<file path="src/rtl/fp_align_pkg.sv">
// fp_align_pkg
//   Shared types and widths for the floating-point operand-alignment pipeline.
//   The *_DEF widths are the default operand geometry. The struct types below
//   are sized from them, so any parameter override of fp_align_pipe must keep
//   the same widths.
//   Contents:
//     ALN_W       - width of the aligned mantissa field (mantissa + guard bits)
//     operand_t   - one unpacked operand (sign, biased exponent, mantissa)
//     s1_bundle_t - register contents of the compare/select stage
package fp_align_pkg;

  localparam int EXP_W_DEF  = 4;
  localparam int MANT_W_DEF = 4;
  localparam int GRD_W_DEF  = 2;
  localparam int ALN_W      = MANT_W_DEF + GRD_W_DEF;

  typedef struct packed {
    logic                  sign;
    logic [EXP_W_DEF-1:0]  exp;
    logic [MANT_W_DEF-1:0] mant;
  } operand_t;

  // The small operand's exponent is not carried forward. Only the distance
  // to the big exponent matters after selection.
  typedef struct packed {
    operand_t              big;
    logic                  small_sign;
    logic [MANT_W_DEF-1:0] small_mant;
    logic [EXP_W_DEF-1:0]  diff;
    logic                  swap;
  } s1_bundle_t;

endpackage

</file>
<file path="src/rtl/fp_align_shifter.sv">
// fp_align_shifter
//   Combinational right shifter for the small mantissa. It optionally
//   generates a sticky bit.
//   Build option: FP_ALIGN_STICKY_EN adds the sticky output. Without it the
//   port and its logic do not exist.
//   Ports:
//     din    [W-1:0]    mantissa with guard bits already appended
//     shamt  [SH_W-1:0] right-shift distance (exponent difference)
//     dout   [W-1:0]    din >> shamt; all zeros once shamt >= W
//     sticky            OR of every din bit pushed below bit 0 (macro only)
module fp_align_shifter
  import fp_align_pkg::*;
#(
  parameter int W    = ALN_W,
  parameter int SH_W = EXP_W_DEF
) (
  input  logic [W-1:0]    din,
  input  logic [SH_W-1:0] shamt,
  output logic [W-1:0]    dout
`ifdef FP_ALIGN_STICKY_EN
  ,
  output logic            sticky
`endif
);

  // Shifts larger than the field width must yield zero explicitly. The
  // shift amount may be wider than log2(W).
  assign dout = (32'(shamt) >= W) ? '0 : (din >> shamt);

`ifdef FP_ALIGN_STICKY_EN
  // Bit gi falls off the bottom exactly when gi < shamt. This also covers
  // the over-range case, where every bit is lost.
  logic [W-1:0] lost;

  for (genvar gi = 0; gi < W; gi++) begin : gen_lost
    assign lost[gi] = din[gi] & (32'(shamt) > gi);
  end

  assign sticky = |lost;
`endif

endmodule

</file>
<file path="src/rtl/fp_align_pipe.sv">
// fp_align_pipe
//   Two-stage, valid/ready pipelined alignment unit for FP add/sub.
//   Stage 1 selects the larger-magnitude operand and registers the exponent
//   distance. Stage 2 right-aligns the smaller mantissa (guard bits appended)
//   and registers the result.
//   Build option: FP_ALIGN_STICKY_EN enables sticky generation. Otherwise
//   sticky is tied to 0.
//   Ports:
//     clk, rst_n               clock, asynchronous active-low reset
//     in_valid / in_ready      input handshake for one operand pair
//     a_*/b_*                  unpacked operands (sign, exp, mant)
//     out_valid / out_ready    output handshake
//     big_sign, small_sign     signs of the selected big/small operands
//     big_exp                  common (larger) exponent
//     big_mant, small_mant     aligned mantissas, MANT_W+GRD_W bits
//     sticky                   OR of small-mantissa bits shifted out
//     swap                     1 when B was chosen as the big operand
module fp_align_pipe
  import fp_align_pkg::*;
#(
  parameter int EXP_W  = EXP_W_DEF,
  parameter int MANT_W = MANT_W_DEF,
  parameter int GRD_W  = GRD_W_DEF
) (
  input  logic                    clk,
  input  logic                    rst_n,
  input  logic                    in_valid,
  output logic                    in_ready,
  input  logic                    a_sign,
  input  logic [EXP_W-1:0]        a_exp,
  input  logic [MANT_W-1:0]       a_mant,
  input  logic                    b_sign,
  input  logic [EXP_W-1:0]        b_exp,
  input  logic [MANT_W-1:0]       b_mant,
  output logic                    out_valid,
  input  logic                    out_ready,
  output logic                    big_sign,
  output logic                    small_sign,
  output logic [EXP_W-1:0]        big_exp,
  output logic [MANT_W+GRD_W-1:0] big_mant,
  output logic [MANT_W+GRD_W-1:0] small_mant,
  output logic                    sticky,
  output logic                    swap
);

  localparam int AW = MANT_W + GRD_W;

  logic       s1_valid_reg;
  logic       s2_valid_reg;
  s1_bundle_t s1_reg;
  s1_bundle_t s1_next;
  logic       s1_load;
  logic       s2_load;
  logic       b_big;

  // A stage may load when the stage after it is empty or is being drained
  // this cycle. This gives full throughput with no bubble.
  assign s2_load   = !s2_valid_reg || out_ready;
  assign s1_load   = !s1_valid_reg || s2_load;
  assign in_ready  = s1_load;
  assign out_valid = s2_valid_reg;

  // ---------------- stage 1: compare / select ----------------
  // B wins only when it is strictly larger. A full tie therefore keeps A as
  // big (swap=0). The subtraction is always larger minus smaller, so it
  // cannot wrap.
  always_comb begin
    s1_next = '0;
    b_big   = (b_exp > a_exp) || ((b_exp == a_exp) && (b_mant > a_mant));
    s1_next.swap = b_big;
    if (b_big) begin
      s1_next.big.sign   = b_sign;
      s1_next.big.exp    = b_exp;
      s1_next.big.mant   = b_mant;
      s1_next.small_sign = a_sign;
      s1_next.small_mant = a_mant;
      s1_next.diff       = b_exp - a_exp;
    end else begin
      s1_next.big.sign   = a_sign;
      s1_next.big.exp    = a_exp;
      s1_next.big.mant   = a_mant;
      s1_next.small_sign = b_sign;
      s1_next.small_mant = b_mant;
      s1_next.diff       = a_exp - b_exp;
    end
  end

  always_ff @(posedge clk or negedge rst_n) begin
    if (!rst_n) begin
      s1_valid_reg <= 1'b0;
      s1_reg       <= '0;
    end else if (s1_load) begin
      s1_valid_reg <= in_valid;
      if (in_valid) begin
        s1_reg <= s1_next;
      end
    end
  end

  // ---------------- stage 2: align ----------------
  logic [AW-1:0] sh_mant;

`ifdef FP_ALIGN_STICKY_EN
  logic sh_sticky;

  fp_align_shifter #(
    .W    (AW),
    .SH_W (EXP_W)
  ) u_shifter (
    .din    ({s1_reg.small_mant, {GRD_W{1'b0}}}),
    .shamt  (s1_reg.diff),
    .dout   (sh_mant),
    .sticky (sh_sticky)
  );
`else
  fp_align_shifter #(
    .W    (AW),
    .SH_W (EXP_W)
  ) u_shifter (
    .din   ({s1_reg.small_mant, {GRD_W{1'b0}}}),
    .shamt (s1_reg.diff),
    .dout  (sh_mant)
  );

  assign sticky = 1'b0;
`endif

  // The output registers change only when a new pair moves in. This keeps
  // them stable under back-pressure.
  always_ff @(posedge clk or negedge rst_n) begin
    if (!rst_n) begin
      s2_valid_reg <= 1'b0;
      big_sign     <= 1'b0;
      small_sign   <= 1'b0;
      big_exp      <= '0;
      big_mant     <= '0;
      small_mant   <= '0;
      swap         <= 1'b0;
`ifdef FP_ALIGN_STICKY_EN
      sticky       <= 1'b0;
`endif
    end else if (s2_load) begin
      s2_valid_reg <= s1_valid_reg;
      if (s1_valid_reg) begin
        big_sign   <= s1_reg.big.sign;
        small_sign <= s1_reg.small_sign;
        big_exp    <= s1_reg.big.exp;
        big_mant   <= {s1_reg.big.mant, {GRD_W{1'b0}}};
        small_mant <= sh_mant;
        swap       <= s1_reg.swap;
`ifdef FP_ALIGN_STICKY_EN
        sticky     <= sh_sticky;
`endif
      end
    end
  end

endmodule

</file>
<file path="config.mk">
export PLATFORM = sky130hd
export DESIGN_NAME = fp_align_pipe
export DESIGN_NICKNAME = d
export VERILOG_FILES = /design/src/rtl/fp_align_pkg.sv /design/src/rtl/fp_align_shifter.sv /design/src/rtl/fp_align_pipe.sv
export SDC_FILE = /design/constraint.sdc
export NUM_CORES = 1
export LEC_CHECK = 0
export CAP_MARGIN = 10
export CORE_ASPECT_RATIO = 1.2
export CORE_UTILIZATION = 55
export CTS_BUF_LIST = sky130_fd_sc_hd__clkbuf_4
export DETAILED_ROUTE_END_ITERATION = 12
export PLACE_DENSITY = 0.85
export SLEW_MARGIN = 0
export SYNTH_ARGS = -nofsm -noshare
export SYNTH_HDL_FRONTEND = slang
export SYNTH_HIERARCHICAL = 1
export SYNTH_SLANG_ARGS = --single-unit
</file>
<file path="constraint.sdc">
create_clock -name clk -period 3.73 [get_ports clk]
set_input_delay 1.119 -clock clk [delete_from_list [all_inputs] [get_ports clk]]
set_output_delay 1.119 -clock clk [all_outputs]
set_load 0.01 [all_outputs]
</file>
### After elaboration in Yosys (flattened, before gate mapping)

Index checks and enable logic that the tools add are counted.

| operators by class | value |
|---|---|
| shifts and indexed selects | 1 |
| eq/ne operators | 1 |
| order comparisons | 3 |
| reductions and logical operators | 8 |
| muxes and demuxes | 2 |
| $add $sub $neg | 2 |

Operator list:

| operator | number |
|---|---|
| $mux W18 | 1 |
| $gt A4 B4 Y1 | 2 |
| $sub A4 B4 Y4 | 2 |
| $mux W6 | 1 |
| $shr A6 B4 Y6 | 1 |
| $eq A4 B4 Y1 | 1 |
| $ge A4 B3 Y1 const B | 1 |
| $reduce_and A2 Y1 | 2 |
| $logic_or A1 B1 Y1 | 3 |
| $logic_not A1 Y1 | 2 |
| $logic_and A1 B1 Y1 | 1 |

| word-level totals | value |
|---|---|
| output and inout port bits | 22 |
| register bits after elaboration | 38 |
| logic and storage cells | 32 |

### Longest topological paths before layout

| depth | value |
|---|---|
| word-level depth | 4 |
| depth in mapped cells | 10 |

### Hierarchy

The synthesis kept the hierarchy.

Modules (own cells, without submodules):

| module | area an instance (um^2) | times used | cells an instance |
|---|---|---|---|
| fp_align_pipe | 1959.4 | 1 | 175 |
| fp_align_shifter | 198.9 | 1 | 25 |

### Worst setup path after synthesis

No wires, ideal clock.

| timing | value |
|---|---|
| path type | input to register |
| start | input b_exp[0] |
| end | register s1_reg[4] in the netlist's numbering |
| path slack | 0.916 ns |
| stages | 9 |
| arrival time | 2.732 ns |
| data required time | 3.648 ns |
| cell sequence | inv_1 -> ha_1 -> fa_1 -> and2b_1 -> o21ai_2 -> a21oi_2 -> nor4b_1 -> or3_1 -> a31oi_1 |

| on the way | value |
|---|---|
| cells in the longest elaborated chain, start to end | 4 |
| elaborated cells on any way between the ends | 7 |
| classes of those cells | 2 x add/sub; 1 x order compare; 1 x eq/ne; 1 x mux; 2 x reduce/logical |

Ends and longest elaborated chain:

| item | line | source |
|---|---|---|
| start, declared | fp_align_pipe.sv:33 | `input logic [EXP_W-1:0] b_exp,` |
| branches (longest 3 deep; another with $gt A4 B4 Y1) | n/a |  |
| $mux W18 (*) | fp_align_pipe.sv:71 | `if (b_big) begin` |
| end signal, assigned | fp_align_pipe.sv:95 | `s1_reg <= s1_next;` |
| end, declared | fp_align_pipe.sv:50 | `s1_bundle_t s1_reg;` |

Mark *: on every way between the ends.
A chain may end at the register's enable or synchronous reset.

### Worst setup path after layout

| timing | value |
|---|---|
| start | input out_ready |
| end | output in_ready |

| on the way | value |
|---|---|
| cells in the longest elaborated chain, start to end | 2 |

Ends and longest elaborated chain:

| item | line | source |
|---|---|---|
| start, declared | fp_align_pipe.sv:36 | `input logic out_ready,` |
| $logic_or A1 B1 Y1 | fp_align_pipe.sv:58 | `assign s2_load = !s2_valid_reg \|\| out_ready;` |
| $logic_or A1 B1 Y1 | fp_align_pipe.sv:59 | `assign s1_load = !s1_valid_reg \|\| s2_load;` |
| end, declared | fp_align_pipe.sv:28 | `output logic in_ready,` |

No other way between the ends.

==> metrics.txt <==
status=finished clean; Main synth FF type=dfrtp_1; dpl hpwl=2960 um; hold_buf cts=0; worst setup path start=out_ready; diodes inserted=0; top-count cell post-synth=dfrtp_1; setup bufs post-CTS=0; Initial Util=58.4%; total number of vias=1572; num rows=24; die area=0.00418 mm^2; CP Class=input port to primary output; clk_lat worst skew=0.34 ns; Hold Slack=0.489 ns; Worst Hold Class=flip-flop to flip-flop; initial antenna violation count=0; # clock sinks=38; Yosys top cell area share=44.1%; core area=0.00369 mm^2; FF+latch count, synth=38; CP dominant cell by count=clkdlybuf4s50_1; post-cts repair resize count=0; max incr delay on CP=0.55 ns; Critical Path RT=2.61 ns; post-route setup TNS=0 ns; max reg flops=19; Leakage=1.24 nW; cell taking the most area after synthesis=dfrtp_1; largest net degree at the start of global routing=39; post-layout util=71.8%; R2R Path Start=s1_reg[1]; RSZ-0062 raised after global routing=no; Buffers on Ports=40; crit path launch type=input port; TritonCTS clock tree=yes; global-route wire length before repair=6640 um; area grow syn2layout=23.0%; Post-Layout Inst Area=0.00265 mm^2; R2R Setup Slk=2.09 ns; CP Capture Type=primary output; DRT Pass-1 Iters=4; ys async rst share=100%; max_cap viols=0; Worst Tran Pin Value=0.833 ns; max-slew violation count=0; P per Cell Area=445 mW/mm^2; num ports=44; Final WS setup=0.304 ns; sequential fraction of the synthesis area=44.1%; Vias/cell=5.28; average size of a mapped cell=10.8 um^2; GRT overflow=0; vias in the first global route=1490; routability congestion estimate=0.791; Routed WL=3900 um; Post-route DRC=0; crit-path max FO=4; Max Buffers Root-to-Sink=2; Iteration-0 DRC Markers=68; Post-Syn Area=0.00216 mm^2; Synth top cells by count=dfrtp_1, nand2_1, mux2_2, mux2i_1, inv_1; Final setup viols=0; CTS Buf Count=5; Mapped Cells=200; Tcrit/Tclk final=91.9%; Slew Limit Headroom=44.5%; Setup Skew=0.00981 ns; slowest cell on the critical path=clkdlybuf4s50_1; Routed WL per cell=13.1 um; WP data arrival=2.31 ns; critical-path cell list=clkdlybuf4s50_1, nand3b_1, clkdlybuf4s50_1; GRT Overall Usage=20.8%; H-tree depth=2; top post-synthesis cells by area=dfrtp_1, mux2_2, mux2i_1, ha_1, nand2_1; clk root buf=clkbuf_4; Die X-Extent=59.2 um; maximum clock frequency=0.292 GHz; pre-CTS setup slack=0.143 ns; Max IR drop VDD=0.267 mV; min Tclk post-route=3.43 ns; Post-synth EDFFs=0; r2r endpoint=small_mant[0]; Ys Warns=6; Final Hold Vio Count=0; post-route ant nets=0; Netlist cell types=45; share of cells above drive strength 1=14.2%; Setup crit end=in_ready; chip height=70.6 um; Worst Reg-to-Reg Cells=4; CTS clock-pin slew for the worst setup and hold paths=0.11 ns; Nets=280; placed cell areas=0.00260 mm^2
-- critical path: cells and delay by family --
| kind | cells | cell delay (ns) |
|---|---|---|
| buf+inv | 2 | 1.02 |
| simple gates | 1 | 0.16 |
-- stage by stage --
step	cells	power, mW
after floorplan	205	0.804
after global placement	290	0.971
after detailed placement	290	0.984
after CTS	298	1.19
after global routing	298	1.26
final	298	1.18
-- power by group --
part           switching, mW  internal [mW]
Sequential            0.0701          0.500
Combinational          0.164          0.236
Clock                  0.134         0.0782
Total                  0.368          0.814
-- cells by family after synthesis --
logic type / share of synthesized area, %
and+or+nand+nor: 12.9
AOI/OAI and AO/OA: 10.7
DFF: 44.1
muxes: 18.3
buffers and inverters: 5.62
adders and majority gates: 8.23
other: 0.174
-- per-layer routing --
metal	up-vias	GRT usage, %	routed length (um)
met4	0	7.67	60
met3	6	4.02	90
li1	786	-	-
met1	750	27.9	1730
met5	-	0	0
met2	30	33.2	2010
-- cell usage in the layout (no fill, tap or decap), drive strengths merged, types with 3 or more instances in the layout --
cell type       n
a21oi           8
buf             4
clkbuf          6
clkdlybuf4s50  39
conb            6
dfrtp          38
ha             11
inv            13
mux2           18
mux2i          17
nand2          22
nand2b          6
nor2            3
nor2b           3
nor3            3
o21a            3
o21ai          21
-- cell type report --
| type | count | area [um^2] |
|---|---|---|
| Inverter | 13 | 48.8 |
| Fill cell | 292 | 1040 |
| Tap cell | 52 | 65.1 |
| Multi-Input combinational cell | 144 | 1100 |
| Clock buffer | 6 | 45.0 |
| Clock inverter | 2 | 8.76 |
| Sequential cell | 38 | 951 |
| Timing Repair Buffer | 43 | 430 |
-- worst min path at each step --
stage | depth (start not counted) | startpoint | slack [ns] | end
4_1_cts | 2 | s1_reg[18] | 0.49 | s1_reg[18]
2_1_floorplan | 2 | s1_reg[0] | 0.45 | s1_reg[0]
3_5_place_dp | 2 | s1_reg[18] | 0.47 | s1_reg[18]
3_3_place_gp | 2 | s1_reg[9] | 0.46 | s1_reg[9]
5_1_grt | 2 | s1_reg[18] | 0.51 | s1_reg[18]
6_report | 2 | s1_reg[18] | 0.49 | s1_reg[18]
(Power assumes the default switching activity.)
==> patch: new RTL, same settings <==
The package constant `GRD_W_DEF` goes from 2 to 4.
--- a/src/rtl/fp_align_pkg.sv
+++ b/src/rtl/fp_align_pkg.sv
@@ -11,7 +11,7 @@
 
   localparam int EXP_W_DEF  = 4;
   localparam int MANT_W_DEF = 4;
-  localparam int GRD_W_DEF  = 2;
+  localparam int GRD_W_DEF  = 4;
   localparam int ALN_W      = MANT_W_DEF + GRD_W_DEF;
 
   typedef struct packed {
Ports: changed (resized big_mant and small_mant); port bits go from 44 to 48. No check against the original RTL was run, so the function may have changed too.
==> patch against the original RTL <==
Total power increased by 19%. Sequential power increased by 5.3%. Cell area increased by 7.8%. Clock power increased by 63%. Synthesized cell count increased by 7.5%. Setup slack improved by 0.0070 ns. Area after synthesis increased by 6.8%. Wire length increased by 10%. Global-route usage increased by 1.4 points. First-iteration DRC count decreased by 16%. Sequential cell count increased by 2. Critical endpoint unchanged.
==> patch: results (changes against the original RTL) <==
status - finished, final reports clean
Clock Power - 0.345 mW (+63%)
Non-clock buffers - 45 (+4.7%)
Tot GR Track Use - 0.222 (+0.0138)
fraction of area in multi-input gates - 0.421 (+0.00477)
worst skew pair latency - 0.35 ns
Worst Hold Slack - 0.484 ns (-0.00481 ns)
r2r setup slk - 2.03 ns (-0.06 ns)
Largest register FFs - 19 (unchanged)
reg2reg start - s1_reg[2]$_DFFE_PN0P_
Power Internal - 1.00 mW (+23%)
Compound-Gate Fraction of Synth Area - 0.0944 (-0.0123)
WHS Path Cells - 1 (-1)
worst reg-to-reg path cell count - 4 (unchanged)
sequential portion of the cell area - 0.350 (-0.00852)
DR iter-0 viols - 57 (-16%)
Non-Filler Instances - 318 (+6.7%)
Routability Congestion - 0.849 (+7.3%)
fill count - 331 (+13%)
adder-cell share of the synthesized area - 0.0770 (-0.00527)
VDD IR max - 398 uV (+49%)
Ys Warns - 6 (unchanged)
per-cell routed wire length - 13.5 um (+3.2%)
mux contribution to synthesized area - 0.209 (+0.0257)
Hold EP - out_valid$_DFFE_PN0P_
global-route wire length before repair - 7260 um (+9.2%)
number of multi-input logic gates - 158 (+9.7%)
vias in the first global route - 1643 (+10%)
fin nets - 299 (+6.8%)
slowest stage cell, crit path - clkdlybuf4s50_1
LEAKAGE - 1.35 nW (+9.0%)
Netlist cell types - 46 (+2.2%)
PortBufs - 42 (+5.0%)
largest net degree at the start of global routing - 41 (+5.1%)
Root Buffer - clkbuf_4
clk cell area share - 0.0341 (+0.0138)
post-synthesis sequential area ratio - 0.434 (-0.00650)
Data buffer area share - 0.153 (-0.00915)
Flop pwr share - 0.426 (-0.056)
placed cell count - 311 (+7.2%)
Hold Path Origin - s1_valid_reg$_DFFE_PN0N_
inverters - 14 (+1)
Commonest cells post-synth - 40 x dfrtp_1, 22 x mux2_2, 21 x nand2_1, 20 x mux2i_1, 14 x inv_1
clock tree skew after final layout - 0.0163 ns (+0.00645 ns)
clock share of power - 0.245 (+0.066)
Slew HR - 0.420 (-0.0243)
top cells by area, synth - dfrtp_1 43%, mux2_2 11%, mux2i_1 8.7%
estimated wirelength of the detail-placed design - 3280 um (+11%)
share of layout cells above drive strength 1 - 0.167 (+0.0244)
vias post-DR - 1681 (+6.9%)
num sequential - 40 (+5.3%)
Avg Inst Size Synth - 10.7 um^2 (-0.61%)
[patch: changes by cell type in the layout (fill, tap and decap cells not counted), moves of 2 or more]
cell	unedited run	this run
nor2_1	2	8
conb_1	6	11
mux2_2	17	22
a21oi_1	6	2
mux2i_1	17	20
bufinv_16	0	2
clkdlybuf4s50_1	39	41
dfrtp_1	38	40
nand2b_1	6	4
o21a_1	3	1
o32ai_1	0	2
or2_2	0	2
[patch: stage by stage]
| step | setup WS, ns | instance area, um^2 |
|---|---|---|
| 6_report | 0.311 | 2860 |
| 5_1_grt | 0.233 | 2860 |
| 4_1_cts | 0.306 | 2860 |
| 3_5_place_dp | 0.232 | 2760 |
| 3_3_place_gp | 0.327 | 2760 |
| 2_1_floorplan | 0.916 | 2340 |
[patch: layer usage]
metal	vias to the layer above	wire length, um	global-route usage
met1	803	1820	0.275
li1	825	-	-
met5	-	0	0
met3	14	94	0.0337
met4	0	114	0.104
met2	39	2260	0.373
